`config.mk`:
```
export PLATFORM = sky130hd
export DESIGN_NAME = countdown_timer
export DESIGN_NICKNAME = d
export VERILOG_FILES = /design/src/rtl/countdown_pkg.sv /design/src/rtl/countdown_timer.sv
export SDC_FILE = /design/constraint.sdc
export NUM_CORES = 1
export LEC_CHECK = 0
export CAP_MARGIN = 20
export CORE_ASPECT_RATIO = 0.6
export CORE_MARGIN = 1.5
export CORE_UTILIZATION = 49
export DETAILED_ROUTE_END_ITERATION = 6
export PLACE_DENSITY_LB_ADDON = 0.12
export SETUP_SLACK_MARGIN = 0.1
export SYNTH_ARGS = -nofsm -noshare
export SYNTH_HDL_FRONTEND = slang
export SYNTH_SLANG_ARGS = --single-unit
```
`constraint.sdc`:
```
create_clock -name clk -period 2.1 [get_ports clk]
set_input_delay 0.21 -clock clk [delete_from_list [all_inputs] [get_ports clk]]
set_output_delay 0.21 -clock clk [all_outputs]
set_load 0.02 [all_outputs]
```
`src/rtl/countdown_pkg.sv`:
```
// Shared types for the countdown timer that paces tree-parity sync rounds.
package countdown_pkg;

  typedef enum logic [1:0] {
    IDLE  = 2'd0,
    RUN   = 2'd1,
    PAUSE = 2'd2,
    DONE  = 2'd3
  } cd_state_t;

  localparam int LAPS_W = 8;

endpackage

```
`src/rtl/countdown_timer.sv`:
```
// Loadable down-counter with start/busy/done handshake, pause, abort and auto-reload.
// tc strobes combinationally in the last RUN cycle of each period; laps counts expiries.
module countdown_timer
  import countdown_pkg::*;
#(
  parameter int size   = 5,
  parameter int length = 20
) (
  input  logic              clk,
  input  logic              rst,
  input  logic              start,
  input  logic [size-1:0]   load_val,
  input  logic              reload_en,
  input  logic              pause,
  input  logic              abort,
  output logic [size-1:0]   count,
  output logic              busy,
  output logic              tc,
  output logic              done,
  output logic [LAPS_W-1:0] laps
);

  localparam logic [size-1:0] DEF_N = size'(length - 1);

  cd_state_t         state, nxt;
  logic [size-1:0]   reload;
  logic [size-1:0]   eff_n;
  logic              accept;
  logic              at_zero;

  // load_val of 0 selects the default period
  assign eff_n   = (load_val == '0) ? DEF_N : load_val;
  assign accept  = (state == IDLE) && start && !abort;
  assign at_zero = (count == '0);

  always_ff @(posedge clk) begin
    if (rst) state <= IDLE;
    else     state <= nxt;
  end

  always_comb begin
    nxt = state;
    unique case (state)
      IDLE:  if (accept) nxt = RUN;
      RUN: begin
        if (abort)                      nxt = IDLE;
        else if (pause)                 nxt = PAUSE;
        else if (at_zero && !reload_en) nxt = DONE;
      end
      PAUSE: begin
        if (abort)       nxt = IDLE;
        else if (!pause) nxt = RUN;
      end
      DONE:  nxt = IDLE;
      default: nxt = IDLE;
    endcase
  end

  always_comb begin
    busy = (state == RUN) || (state == PAUSE);
    done = (state == DONE) && !abort;
    tc   = (state == RUN) && at_zero && !pause && !abort;
  end

  always_ff @(posedge clk) begin
    if (rst) begin
      count <= '0;
    end else if (abort) begin
      count <= '0;
    end else begin
      unique case (state)
        IDLE:  count <= accept ? eff_n : '0;
        RUN: begin
          if (pause)        count <= count;
          else if (at_zero) count <= reload_en ? reload : '0;
          else              count <= count - 1'b1;
        end
        PAUSE: count <= count;
        DONE:  count <= '0;
        default: count <= '0;
      endcase
    end
  end

  // reload only follows an accepted start, so mid-run starts cannot disturb it
  always_ff @(posedge clk) begin
    if (rst)         reload <= '0;
    else if (accept) reload <= eff_n;
  end

  always_ff @(posedge clk) begin
    if (rst)         laps <= '0;
    else if (accept) laps <= '0;
    else if (tc)     laps <= laps + 1'b1;
  end

endmodule
```
==> results.ini <==
[run_status]
run_status = finished clean

[detailed_routing]
drt.antenna.violating_nets = 0
via_per_inst = 5.55
route.vias.total = 1148
post-route-drc-count = 0
drt_wl_total_um = 2820
first_iter_violations = 96
detail_routed_net_length_per_standard_cell_um = 13.6
first_pass_iters = 4

[power_and_ir_drop]
p_leak_nw = 0.637
powerDensity_mw_per_mm2 = 678
pwr-share-seq = 0.394
pwr-share-clk = 0.274
cellInternalPower_mw = 0.745
power.share.switching = 0.312
ir_worst_vdd_uv = 483
power.combinational.fraction = 0.332
total_switching_power_mw = 0.337

[yosys]
synth_top_flop_cell = dfxtp_1
syn_avg_cell_area_um2 = 8.25
number_of_enable_type_register_cells_in_the_synthesized_netlist = 0
ys_ff_latch = 20
yosys.cell_types.count = 41
syn_inst = 141
synth_seq_area_share = 0.344
async_flop_share = 0
netlist_area_mm2 = 0.00116
synth_fp_nets = 159
yosysWarnings = 0

[sta]
fin_skew_ps = 1.64
fin_tns_setup_ps = 0
grt_setup_unrepaired = false
final_max_slew_viol_count = 0
period_minus_slack_ps = 1860
report.final.setup_viol = 0
report.final.hold_viol_count = 0
setup_ws_ps = 242
timing_worst_slew_pin_value_ps = 352
min_period_over_period = 0.885
max_clock_freq_mhz = 538
timing.slew.headroom = 0.764

[worst_setup_path]
worstPathCellList = inv_1 > ha_2 > nor4b_4 > buf_4 > nand4_4 > or4_1 > a21oi_1
cp_data_arrival_time_ps = 2060
startpoint_type = flop
cp_data_required_time_ps = 2300
timing.critical_path.to_type = flop
worst_path_fanout_max = 6
path_class = flop to flop
worst-r2r-setup-slack_ps = 240
cell_with_the_largest_stage_delay_on_the_worst_path = or4_1
timing.critical_path.slowest_cell_delay_ps = 480

[cts]
clock_sinks = 20
clockBufferDepth = 2
clk_pin_slew_ps = 70
tritoncts.num_buffers = 3
tritoncts = done
clock-root-buffer = clkbuf_8
clk_latency_ps = 260
cts-htree-levels = 1

[global_routing]
grt_pass1_vias = 840
globalRoute.totalOverflow = 0
grt_antenna_before_repair = 0
grt_max_degree = 12
grt_first_pass_wirelength_um = 4130
gr-usage-all-layers = 0.218

[finish]
postLayoutCoreUtil = 0.721
drive_gt1_frac = 0.130
nets = 196
register_area_um2 = 400
areaGrowthSynthToFinish_pct = 37.1
multi_input_area_um2 = 734
layout.filler_cells = 172
insertedDiodeCount = 0

[floorplanning]
coreArea_mm2 = 0.00221
die_height_um = 40.7
boundaryPins = 27
site_row_count = 13
dieArea_mm2 = 0.00269
floorplan.initialDensity = 0.526
die_width_um = 65.9

[placed_design]
dp_slack_ps = 125
post-dp-hpwl_um = 2170
final_replace_weighted_congestion = 0.858
port_buffers = 26

[worst_hold_path]
min-delay-path-class = flop to flop

[run]
maxcap_violations = 0

==> timing repair <==
action,in CTS,in global routing
hold buffers,0,0
endpoints found under the setup margin,1,2
gates resized for setup,1,5
cloned,0,0
setup buffers,0,2
==> metal layers <==
metal	vias to the layer above	share of wire	track usage
li1	574	-	-
met1	526	0.51	0.331
met2	44	0.42	0.280
met3	4	0.072	0.0714
met4	0	0.0060	0.0677
met5	-	0	0
==> power by group through the flow <==
stage,registers (mW),clock network (mW),logic [mW]
floorplan,0.440,0,0.191
global placement,0.432,0,0.325
detailed placement,0.434,0,0.331
CTS,0.425,0.301,0.331
global route,0.428,0.316,0.389
finish,0.426,0.297,0.359
==> layout by cell type, fill, tap and decap left out, drive strengths merged, types with 2 or more instances in the layout <==
cell	n
clkbuf	4
nand2b	4
buf	11
clkdlybuf4s50	25
a31oi	3
a21oi	10
a211oi	2
nand4	2
xor2	5
nand3	5
nor2	18
ha	7
or3	2
dfxtp	20
and3	3
mux2i	4
nand2	14
nor2b	2
inv	6
nor3b	2
o21ai	9
==> synthesized netlist by cell type (all sizes together), types with 2 or more instances <==
library cell	n	area, µm²
nor3b	2	31.3
nor2b	2	12.5
clkbuf	4	15.0
a21oi	10	50.1
nor2	18	67.6
xor2	5	43.8
and3	3	18.8
nand3	5	25.0
mux2i	4	40.0
inv	6	22.5
o21ai	9	45.0
nand2	14	52.6
dfxtp	20	400
a31oi	3	18.8
a211oi	2	15.0
or3	2	12.5
ha	7	87.6
nand2b	4	25.0
nand4	2	18.8
==> state kept, by name, summed over array words and instances (netlist names) <==
name,flops
laps,8
count,5
reload,5
state,2
==> layout make-up <==
type / count / area share
flip-flops and latches: 20 / 0.251
well taps: 30 / 0.0235
clock buffers: 4 / 0.0345
inverters: 6 / 0.0141
multi-input cells: 110 / 0.460
repair buffers: 37 / 0.216
==> worst max-delay path, delay by kind of cell, from the launching register on <==
| kind | cells | cell delay [ps] |
|---|---|---|
| adder cells (fa/ha/maj) | 1 | 200 |
| AND/OR/NAND/NOR | 3 | 850 |
| AO/OA/AOI/OAI | 1 | 150 |
| flip-flops | 1 | 350 |
| buffers and inverters | 2 | 260 |
==> final timing paths <==
path	start	endpoint	depth (start not counted)
max	count[1]	laps[7]	7
min	laps[7]	laps[7]	2
max reg2reg	count[1]	laps[7]	7
min reg2reg	laps[7]	laps[7]	2
==> stage by stage <==
stage | hold slack (ps) | cell area [µm²] | cells | power (mW)
floorplan | 357 | 1160 | 141 | 0.631
global placement | 472 | 1510 | 201 | 0.757
detailed placement | 482 | 1510 | 201 | 0.765
CTS | 502 | 1560 | 205 | 1.06
global route | 517 | 1600 | 207 | 1.13
finish | 495 | 1600 | 207 | 1.08
==> kinds of logic (layout without fill, tap and decap cells) <==
family,after synthesis,count (layout),synth area share
simple gates,60,60,0.294
compound gates,34,34,0.179
flops,20,20,0.344
buf+inv,11,47,0.0365
fa+ha+maj,7,7,0.0753
xor+xnor,5,5,0.0376
mux,4,4,0.0344
Note: power is estimated with default switching activity, not from simulation.
